`config.mk`:
```
export PLATFORM = sky130hd
export DESIGN_NAME = irq_plic
export DESIGN_NICKNAME = d
export VERILOG_FILES = /design/src/rtl/irq_plic.sv
export SDC_FILE = /design/constraint.sdc
export NUM_CORES = 1
export LEC_CHECK = 0
export BUFFER_PORTS_ARGS = -buffer_cell sky130_fd_sc_hd__buf_4
export CAP_MARGIN = 30
export CORE_MARGIN = 2
export CORE_UTILIZATION = 30
export CTS_BUF_LIST = sky130_fd_sc_hd__clkbuf_2
export CTS_CLUSTER_SIZE = 16
export DETAILED_ROUTE_END_ITERATION = 6
export GPL_ROUTABILITY_DRIVEN = 0
export SETUP_SLACK_MARGIN = 0.15
export SYNTH_ARGS = -nofsm -noshare
export SYNTH_HDL_FRONTEND = slang
export SYNTH_SLANG_ARGS = --single-unit
```
`constraint.sdc`:
```
create_clock -name clk -period 99.1 [get_ports clk]
set_input_delay 9.91 -clock clk [delete_from_list [all_inputs] [get_ports clk]]
set_output_delay 9.91 -clock clk [all_outputs]
set_load 0.01 [all_outputs]
```
`src/rtl/irq_plic.sv`:
```
// rtl/irq_plic.sv - PLIC with level gateways, priority arbiter and claim/complete (option: IRQ_PLIC_SYNC_EN)
module irq_plic #(
    parameter int NSRC   = 32,
    parameter int PRIO_W = 3,
    parameter int ADDR_W = 12
) (
    input  logic              clk,
    input  logic              rst,
    input  logic [31:0]       sources,
    input  logic              req_valid,
    input  logic              req_write,
    input  logic [ADDR_W-1:0] req_addr,
    input  logic [31:0]       req_wdata,
    output logic              resp_valid,
    output logic [31:0]       resp_rdata,
    output logic              ext_irq
);

    localparam int WA_W = ADDR_W - 2;
    localparam logic [WA_W-1:0] W_PEND   = WA_W'('h020);
    localparam logic [WA_W-1:0] W_ENABLE = WA_W'('h040);
    localparam logic [WA_W-1:0] W_THRESH = WA_W'('h080);
    localparam logic [WA_W-1:0] W_CLAIM  = WA_W'('h081);

    logic [PRIO_W-1:0] prio [NSRC];
    logic [NSRC-1:0]   enable;
    logic [NSRC-1:0]   pending;
    logic [NSRC-1:0]   in_service;
    logic [PRIO_W-1:0] threshold;
    logic [NSRC-1:0]   src_q;

`ifdef IRQ_PLIC_SYNC_EN
    logic [NSRC-1:0] sync_1;
    logic [NSRC-1:0] sync_2;

    always_ff @(posedge clk) begin
        if (rst) begin
            sync_1 <= '0;
            sync_2 <= '0;
        end else begin
            sync_1 <= sources[NSRC-1:0];
            sync_2 <= sync_1;
        end
    end
    assign src_q = sync_2;
`else
    assign src_q = sources[NSRC-1:0];
`endif

    logic [WA_W-1:0] word;
    logic            sel_prio;
    logic [4:0]      prio_idx;
    logic            rd_en;
    logic            wr_en;
    logic            claim;
    logic            complete;
    logic            unused_addr_lsb;

    assign word            = req_addr[ADDR_W-1:2];
    assign sel_prio        = (req_addr[ADDR_W-1:7] == '0);
    assign prio_idx        = word[4:0];
    assign rd_en           = req_valid && !req_write;
    assign wr_en           = req_valid && req_write;
    assign claim           = rd_en && (word == W_CLAIM);
    assign complete        = wr_en && (word == W_CLAIM);
    assign unused_addr_lsb = ^req_addr[1:0];

    // Strictly-greater scan from ID 1 upward keeps the lowest ID on a priority tie.
    logic [4:0]        best_id;
    logic [PRIO_W-1:0] best_prio;

    always_comb begin
        best_id   = '0;
        best_prio = threshold;
        for (int i = 1; i < NSRC; i++) begin
            if (pending[i] && enable[i] && (prio[i] > best_prio)) begin
                best_id   = 5'(i);
                best_prio = prio[i];
            end
        end
    end

    logic [NSRC-1:0] set_mask;
    logic [NSRC-1:0] claim_mask;
    logic [NSRC-1:0] done_mask;

    always_comb begin
        set_mask    = src_q & ~pending & ~in_service;
        set_mask[0] = 1'b0;
        claim_mask  = '0;
        if (claim && (best_id != '0))
            claim_mask[best_id] = 1'b1;
        done_mask = '0;
        if (complete && (req_wdata[31:5] == '0) && (req_wdata[4:0] != '0))
            done_mask[req_wdata[4:0]] = 1'b1;
    end

    logic [31:0] rdata_next;

    always_comb begin
        rdata_next = '0;
        if (rd_en) begin
            if (sel_prio)
                rdata_next = {{(32-PRIO_W){1'b0}}, prio[prio_idx]};
            else if (word == W_PEND)
                rdata_next = pending;
            else if (word == W_ENABLE)
                rdata_next = enable;
            else if (word == W_THRESH)
                rdata_next = {{(32-PRIO_W){1'b0}}, threshold};
            else if (word == W_CLAIM)
                rdata_next = {27'd0, best_id};
        end
    end

    always_ff @(posedge clk) begin
        if (rst) begin
            for (int i = 0; i < NSRC; i++)
                prio[i] <= '0;
            enable     <= '0;
            threshold  <= '0;
            pending    <= '0;
            in_service <= '0;
            resp_valid <= 1'b0;
            resp_rdata <= '0;
            ext_irq    <= 1'b0;
        end else begin
            resp_valid <= req_valid;
            resp_rdata <= rdata_next;
            ext_irq    <= (best_id != '0);
            // Claim clears after the gateway set so a same-edge re-assert loses.
            pending    <= (pending | set_mask) & ~claim_mask;
            in_service <= (in_service | claim_mask) & ~done_mask;
            if (wr_en) begin
                if (sel_prio && (prio_idx != '0))
                    prio[prio_idx] <= req_wdata[PRIO_W-1:0];
                if (word == W_ENABLE)
                    enable <= {req_wdata[NSRC-1:1], 1'b0};
                if (word == W_THRESH)
                    threshold <= req_wdata[PRIO_W-1:0];
            end
        end
    end

endmodule

```
## Word-level counts from Yosys, hierarchy flattened

Memory sizes are Yosys's and may differ from the RTL's.
Cells that the tools add are included.

| word-level totals | value |
|---|---|
| memories | 1 |
| logic and storage cells | 223 |
| bits of input ports | 80 |
| RAM bits | 96 |
| output and inout port bits | 34 |
| register bits | 132 |

| cells by class | value |
|---|---|
| reductions and logical operators | 83 |
| magnitude comparators | 35 |
| mux-type cells | 81 |
| bitwise operators | 11 |
| equality and inequality tests | 4 |

Memory list:

| name | words | width | read ports | clocked after memory_dff | wr ports | RTL line | RTL |
|---|---|---|---|---|---|---|---|
| prio | 32 | 3 | 32 | 0 | 32 | 25 | `logic [PRIO_W-1:0] prio [NSRC];` |

Operators with widths:

| kind | count |
|---|---|
| 5-bit 2-to-1 mux | 32 |
| 32-bit AND | 4 |
| 32-bit 2-to-1 mux | 4 |
| 32-bit NOT | 4 |
| 3-bit 2-to-1 mux | 32 |
| 3-bit greater-than comparator | 31 |
| 1-bit logical AND | 72 |
| 32-bit bitwise OR | 2 |
| 27-bit zero test | 1 |
| 10-bit by 8-bit == test with 1-bit output (second input constant) | 2 |
| 5-bit nonzero test | 3 |
| 5-bit by 6-bit < comparator with 1-bit output (second input constant) | 2 |
| 1-bit demux with 5-bit select | 2 |
| 10-bit by 6-bit == test with 1-bit output (second input constant) | 1 |
| 10-bit by 7-bit == test with 1-bit output (second input constant) | 1 |
| 5-bit by 1-bit >= comparator with 1-bit output (second input constant) | 2 |
| 1-bit 2-to-1 mux | 10 |
| 3-bit OR reduction | 2 |
| 5-bit zero test | 1 |
| 2-bit AND reduction | 2 |
| 2-bit 2-to-1 mux | 1 |
| 2-bit OR reduction | 1 |
| 1-bit zero test | 1 |
| 1-bit NOT | 1 |

## Longest topological paths before layout

Gate-level depths: netlist of run 1.
An unclocked memory read counts as a cell.

| logic depth | value |
|---|---|
| depth in word-level cells | 101 |
| depth in mapped cells | 214 |
| mapped depth without buffers | 212 |

## Least setup slack after synthesis of run 1

OpenSTA, ideal clock, no wires.

| timing | value |
|---|---|
| path type | register to register |
| start | reg threshold[1] |
| end | reg pending[18] |
| data arrival time | 40.051 ns |
| slack | 58.917 ns |
| stages on the path, launching flop included | 210 |
| data required time | 98.968 ns |
| setup time | 0.132 ns |
| cells stage by stage | dfxtp_1 -> inv_1 -> ha_1 -> nor2b_1 -> o311ai_1 -> o21ai_0 -> nand2_1 -> ha_1 -> nor2_1 -> nor2_1 -> o31ai_1 -> a211oi_1 -> nor3_1 -> ha_1 -> or2_2 -> o32ai_1 -> a21oi_1 -> or3_1 -> (+174 left out) -> ha_1 -> inv_1 -> a21o_1 -> a21oi_1 -> a311oi_1 -> mux2_1 -> ha_1 -> nor2b_1 -> o21a_1 -> o2111ai_1 -> nor2b_1 -> nand2_1 -> a21oi_1 -> nor4b_4 -> and3_1 -> clkbuf_1 -> nor2b_1 -> nor3_1 |

| on the way | value |
|---|---|
| longest elaborated chain between the ends | 100 |

RTL lines:

| what | RTL line | RTL |
|---|---|---|
| start, declared | 29 | `logic [PRIO_W-1:0] threshold;` |
| start signal, assigned | 140 | `threshold <= req_wdata[PRIO_W-1:0];` |
| 3-bit greater-than comparator | 76 | `if (pending[i] && enable[i] && (prio[i] > best_prio)) begin` |
| 1-bit logical AND | 76 |  |
| 3-bit 2-to-1 mux | 76 |  |
| 3-bit greater-than comparator | 76 |  |
| 1-bit logical AND | 76 |  |
| 3-bit 2-to-1 mux | 76 |  |
| 3-bit greater-than comparator | 76 |  |
| 1-bit logical AND | 76 |  |
| (+84 left out) | -- |  |
| 5-bit 2-to-1 mux (*) | 76 |  |
| 5-bit by 6-bit < comparator with 1-bit output (not written as such) or 5-bit by 1-bit >= comparator with 1-bit output (tied branches) | 92 | `claim_mask[best_id] = 1'b1;` |
| 1-bit logical AND (not written as such) | 92 |  |
| 1-bit 2-to-1 mux (not written as such) | 92 |  |
| 1-bit demux with 5-bit select | 92 |  |
| 32-bit 2-to-1 mux (*) | 91 | `if (claim && (best_id != '0))` |
| 32-bit NOT (*) | 132 | `pending <= (pending \| set_mask) & ~claim_mask;` |
| 32-bit AND (*) | 132 |  |
| end signal, assigned | 132 |  |
| end, declared | 27 | `logic [NSRC-1:0] pending;` |

Every way passes the cells marked *; elsewhere a longest branch is shown, timed or not.
A chain may end at the register's enable or synchronous reset.

## Worst setup path after layout of run 1

| timing | value |
|---|---|
| start | reg threshold[1] |
| end | reg pending[10] |

Same word-level chain as after synthesis.

==> flow_summary.ini, run 1 <==
[cts]
cts_htree_levels = 2
cts_root_buffer = clkbuf_2
cts_made_buffers = 59
postCtsHoldBufs = 0
clk_latency_ns = 0.96
clk_path_buf_depth = 3
cts_tree = yes
cts_sinks = 227
clk_pin_slew_ns = 0.11
post_cts_buffers = 0
post_cts_resized = 0

[worst_setup_path]
path_common_cell = nor2_1
cp-start-kind = register
critPathKind = register to register
cp_top_family = compound AO/OA/AOI/OAI gates
reg2reg_depth = 206
worstPathRequired_ns = 99.91
cp-end-kind = register
cp_slowest_cell = nor4b_4
crit_buf_inv = 6
cp_data_arrival_time_ns = 46.73
ff2ff_setup_slack_ns = 53.18
critPathMaxStageDelay_ns = 0.54
path_depth = 206
crit_fanout = 9

[global_route]
grt_pass1_vias = 13100
overflow = 0
grt_max_degree = 74
grt_pass1_wl_microns = 75300
grt_use_total = 0.196
grt_antenna_before_repair = 2

[synthesis]
synth_top_cell_area_share = 0.203
async_flop_share = 0
yosysSeqAreaShare = 0.388
synth_top_family_by_area = compound AO/OA/AOI/OAI gates
yosysWarnings = 0
ys_ff_latch = 227
synth-compound-area-share = 0.255
synth_mux_area_frac = 0.0547
synth.area.top_cells = edfxtp_1 20%, dfxtp_1 18%, nor2_1 6.0%
synth_common_cells = 226 x nor2_1, 185 x nand2_1, 149 x a21oi_1
netlist_area_sq_um = 14200
synth_top_area_cell = edfxtp_1
synth_edf_count = 96
ys.flop_type = dfxtp_1
synthXorXnorAreaFrac = 0
synthAdderAreaFrac = 0.0376
ys_types = 100
yosysMostFrequentCell = nor2_1
syn_inst = 1651
post_synth.cell_area_avg_sq_um = 8.59
yosys.area_share.simple = 0.218

[sta]
fin_tns_setup_ns = 0
setup_violations = 0
maxSlewHeadroom = 0.310
min_period_ns = 45.92
rsz0062_at_grt = false
slew_viol_final = 0
clock_skew_ns = 0.0906
period_share = 0.463
fmax_ghz = 0.0218
tightest_slew_ns = 1.03
hold_violations = 0

[status]
failed_checks = design-rule violations
status = finished with violations

[route]
vias = 13600
drt-initial-drc-count = 1502
post_drt_wl_per_cell_microns = 20.6
dr.pass1.iters = 7
routed_via_density = 5.66
drc = 5
antenna_left = 0
wirelength_microns = 49500

[pwr]
p_seq_frac = 0.552
comb_power_share = 0.088
switching_power_uw = 55.2
total_leakage_power_uw = 0.00620
intPower_uw = 134
switching_share = 0.292
ir_worst_vdd_mv = 0.00869
clockPowerShare = 0.359
power_density_nw_per_um2 = 11.7

[placement]
io_buffer_count = 110
hpwl_microns = 37100
placed_cell_area_sq_um = 15600

[floorplan]
coreArea_sq_um = 46700
initial_core_util = 0.304
die_w_microns = 221
dieArea_sq_um = 49000
die_h_microns = 221
fp-row-count = 79
pin_count = 114

[job]
drv_cap = 0

[layout]
final_cell_area_sq_um = 16100
fill_cells = 4956
drive_above_1_share = 0.169
fin_nets = 1873
area_growth_pct = 13.8
final_util = 0.346

[min_path]
hold_path_class = register to register
hold_depth = 1
## layer usage
layer  up-vias  global-route usage  routed length [microns]
met5         -                   0                       13
met4         2              0.0767                     1720
met3       109              0.0363                     4050
met2       598               0.325                    23200
met1      6556               0.252                    20500
li1       6356                   -                        -
## final cells by class
class | count | area [sq um] | area share
inverters | 87 | 327 | 0.0202
clock inverters | 14 | 87.6 | 0.00542
well taps | 607 | 759 | 0.0470
flip-flops and latches | 227 | 5510 | 0.341
diodes | 1 | 2.50 | 0.000155
multi-input cells | 1253 | 8050 | 0.498
clock buffers | 90 | 450 | 0.0279
repair buffers | 128 | 968 | 0.0600
## power groups by stage
stage          clock, uW  sequential [uW]  combinational, uW
2_1_floorplan          0              104               10.3
3_5_place_dp           0              107               16.4
3_3_place_gp           0              106               16.2
6_report            68.0              105               16.7
4_1_cts             69.4              104               16.5
5_1_grt             73.9              105               18.0
## cell usage in the layout (no fill, tap or decap), types with 27 or more instances in the layout
cell	n
nor2_1	226
nand2_1	185
a21oi_1	149
dfxtp_1	131
buf_4	125
edfxtp_1	96
clkbuf_2	91
inv_1	87
nand3_1	46
o21ai_0	42
nor3_1	41
a22oi_1	41
a21o_1	39
ha_1	37
a211oi_1	29
and3_1	27
o21a_1	27
## sequential cells by signal, summed over array words and instances (netlist names)
name	count
resp_rdata	32
resp_valid	1
threshold	3
prio	96
ext_irq	1
pending	32
in_service	31
enable	31
## logic make-up (layout without fill, tap and decap cells)
family,count (synthesis),after routing
AND/OR/NAND/NOR,657,657
AO/OA/AOI/OAI,503,503
flip-flops,227,227
buffers and inverters,173,319
multiplexers,46,46
adder cells (fa/ha/maj),44,44
other,1,4
## path summary, 6_finish.rpt
kind,startpoint,to
max,threshold[1],pending[10]
min,in_service[10],in_service[10]
max reg2reg,threshold[1],pending[10]
min reg2reg,in_service[10],in_service[10]
## worst register-to-register path, delay by kind of cell, from the launching register on
kind / cells / cell delay [ns]
AO/OA/AOI/OAI: 83 / 18.08
flip-flops: 1 / 0.38
multiplexers: 10 / 3.33
buffers and inverters: 6 / 0.69
AND/OR/NAND/NOR: 70 / 12.79
adder cells (fa/ha/maj): 37 / 10.54
## per-stage QoR
stage	power, uW	setup WS [ns]	hold WS (ns)	std cells
CTS	190	53.52	0.475	2404
floorplan	115	58.92	0.438	1653
detailed placement	123	53.71	0.453	2300
global placement	123	54.58	0.446	2296
finish	189	53.18	0.471	2407
global route	197	49.18	0.487	2407
(Power assumes the default switching activity.)
==> inputs of run 2 (changes only) <==
- ABC_AREA: default -> 1
- clock period: 99.1 -> 43 ns (I/O delays scaled with it)
==> flow_summary.ini, run 2 <==
[sta]
fmax_ghz = 0.0283
maxSlewHeadroom = 0.362
holdWs_ns = 0.453
min_period_ns = 35.35
clock_skew_ns = 0.0635
fin_tns_setup_ns = 0
tightest_slew_ns = 0.954
setup_violations = 0
hold_violations = 0
period_share = 0.822
rsz0062_at_grt = false
slew_viol_final = 0

[route]
antenna_left = 0
vias = 13200
dr.pass1.iters = 6
wirelength_microns = 45800
post_drt_wl_per_cell_microns = 17.4
routed_via_density = 5.03
drt-initial-drc-count = 1121
drc = 0

[synthesis]
post_synth.cell_area_avg_sq_um = 7.36
yosysSeqAreaShare = 0.404
ys_ff_latch = 227
netlist_area_sq_um = 13600
synth.area.top_cells = edfxtp_1 21%, dfxtp_1 19%, nand2_1 9.6%
synth_top_cell_area_share = 0.212
synth_common_cells = 347 x nand2_1, 257 x nor2_1, 245 x inv_1
yosysWarnings = 0
synth_top_area_cell = edfxtp_1
ys_types = 59
synth_edf_count = 96
ys.flop_type = dfxtp_1
yosysMostFrequentCell = nand2_1
async_flop_share = 0
syn_inst = 1851

[placement]
hpwl_microns = 34700
io_buffer_count = 110

[layout]
multiInputGateArea_sq_um = 6870
final_common_cell = nand2_1
reg_top3 = prio x96, pending x32, resp_rdata x32
fill_cells = 4846
area_growth_pct = 15.0
fin_nets = 2105
drive_above_1_share = 0.191
layout_common_cells = 347 x nand2_1, 257 x nor2_1, 242 x inv_1
final_util = 0.348
area.sequential_sq_um = 5510
largest-register = prio
largest_reg_flops = 96

[cts]
cts_made_buffers = 54
cts_sinks = 227
cts_tree = yes
clk_path_buf_depth = 3
postCtsHoldBufs = 0
cts_root_buffer = clkbuf_2
post_cts_resized = 0
post_cts_buffers = 0
clk_latency_ns = 0.92
cts_htree_levels = 2
clk_pin_slew_ns = 0.12

[floorplan]
coreArea_sq_um = 45100
die_w_microns = 217
fp-row-count = 78
initial_core_util = 0.302
dieArea_sq_um = 47100
die_h_microns = 217
pin_count = 114

[min_path]
hold_path_class = register to register

[status]
status = complete, no violations

[worst_setup_path]
cp-end-kind = register
cp_data_arrival_time_ns = 36.17
crit_buf_inv = 11
critPathMaxStageDelay_ns = 0.60
cp_slowest_cell = o21ai_0
critPathKind = register to register
path_common_cell = o21ai_0
cp_top_family = compound AO/OA/AOI/OAI gates
crit_fanout = 18
worstPathRequired_ns = 43.82
cp-start-kind = register

[global_route]
grt_antenna_before_repair = 4
overflow = 0
grt_use_total = 0.192
grt_max_degree = 45
grt_pass1_wl_microns = 70000
grt_pass1_vias = 12600

[job]
drv_cap = 0

[pwr]
ir_worst_vdd_mv = 0.0135
total_leakage_power_uw = 0.00710
power_density_nw_per_um2 = 27.5
run 2: cell types whose count changed after synthesis, sizes merged, moves of 34 or more:
cell   change
nor2      +34
inv      +177
a22oi     -34
a21oi     -65
a21o      -34
nand3     +93
nand2    +259
o21ai     +92
run 2: through the flow:
stage,total power [uW],instance area [sq um],worst slack (ns),std cells
6_report,431,15700,7.65,2630
2_1_floorplan,265,13600,12.97,1853
5_1_grt,451,15700,4.24,2630
3_3_place_gp,283,15100,8.69,2529
3_5_place_dp,284,15200,8.07,2532
4_1_cts,434,15700,7.92,2629
run 2: area by class of cell:
cell class	instances	share of cell area
Antenna cell	1	0.000160
Timing Repair Buffer	130	0.0638
Tap cell	600	0.0479
Inverter	271	0.0658
Multi-Input combinational cell	1304	0.438
Clock buffer	76	0.0243
Sequential cell	227	0.351
Clock inverter	21	0.00862
run 2: final timing paths:
check                           cells past startpoint  slack [ns]         start     endpoint
worst max register to register                    206        7.65  threshold[2]  pending[19]
worst min-delay path                                2        0.45    pending[0]   pending[0]
worst max-delay path                              206        7.65  threshold[2]  pending[19]
worst min register to register                      2        0.45    pending[0]   pending[0]
run 2: where the power goes:
part,leakage [uW],internal (uW),switching [uW]
sequential,0.00198,231,5.74
clock,0.000381,59.8,90.9
combinational,0.00474,15.0,28.6
run 2: worst min-delay path, cell delays in order (launching register included):
cell	delay, ns
dfxtp_1	0.32
inv_1	0.07
nor2_1	0.04
run 2: per-layer routing:
layer / GRT usage / up-vias / wire length [microns]
met4: 0.101 / 6 / 2360
met5: 0 / - / 32
met3: 0.0390 / 139 / 3480
li1: - / 6455 / -
met2: 0.317 / 495 / 20700
met1: 0.237 / 6134 / 19300
run 2: kinds of logic after synthesis:
kind of cell    count (synthesis)  synth area share
simple gates                  921             0.317
compound gates                343             0.152
flops                         227             0.404
other cells                     1          0.000275
buf+inv                       322            0.0925
fa+ha+maj                      37            0.0340
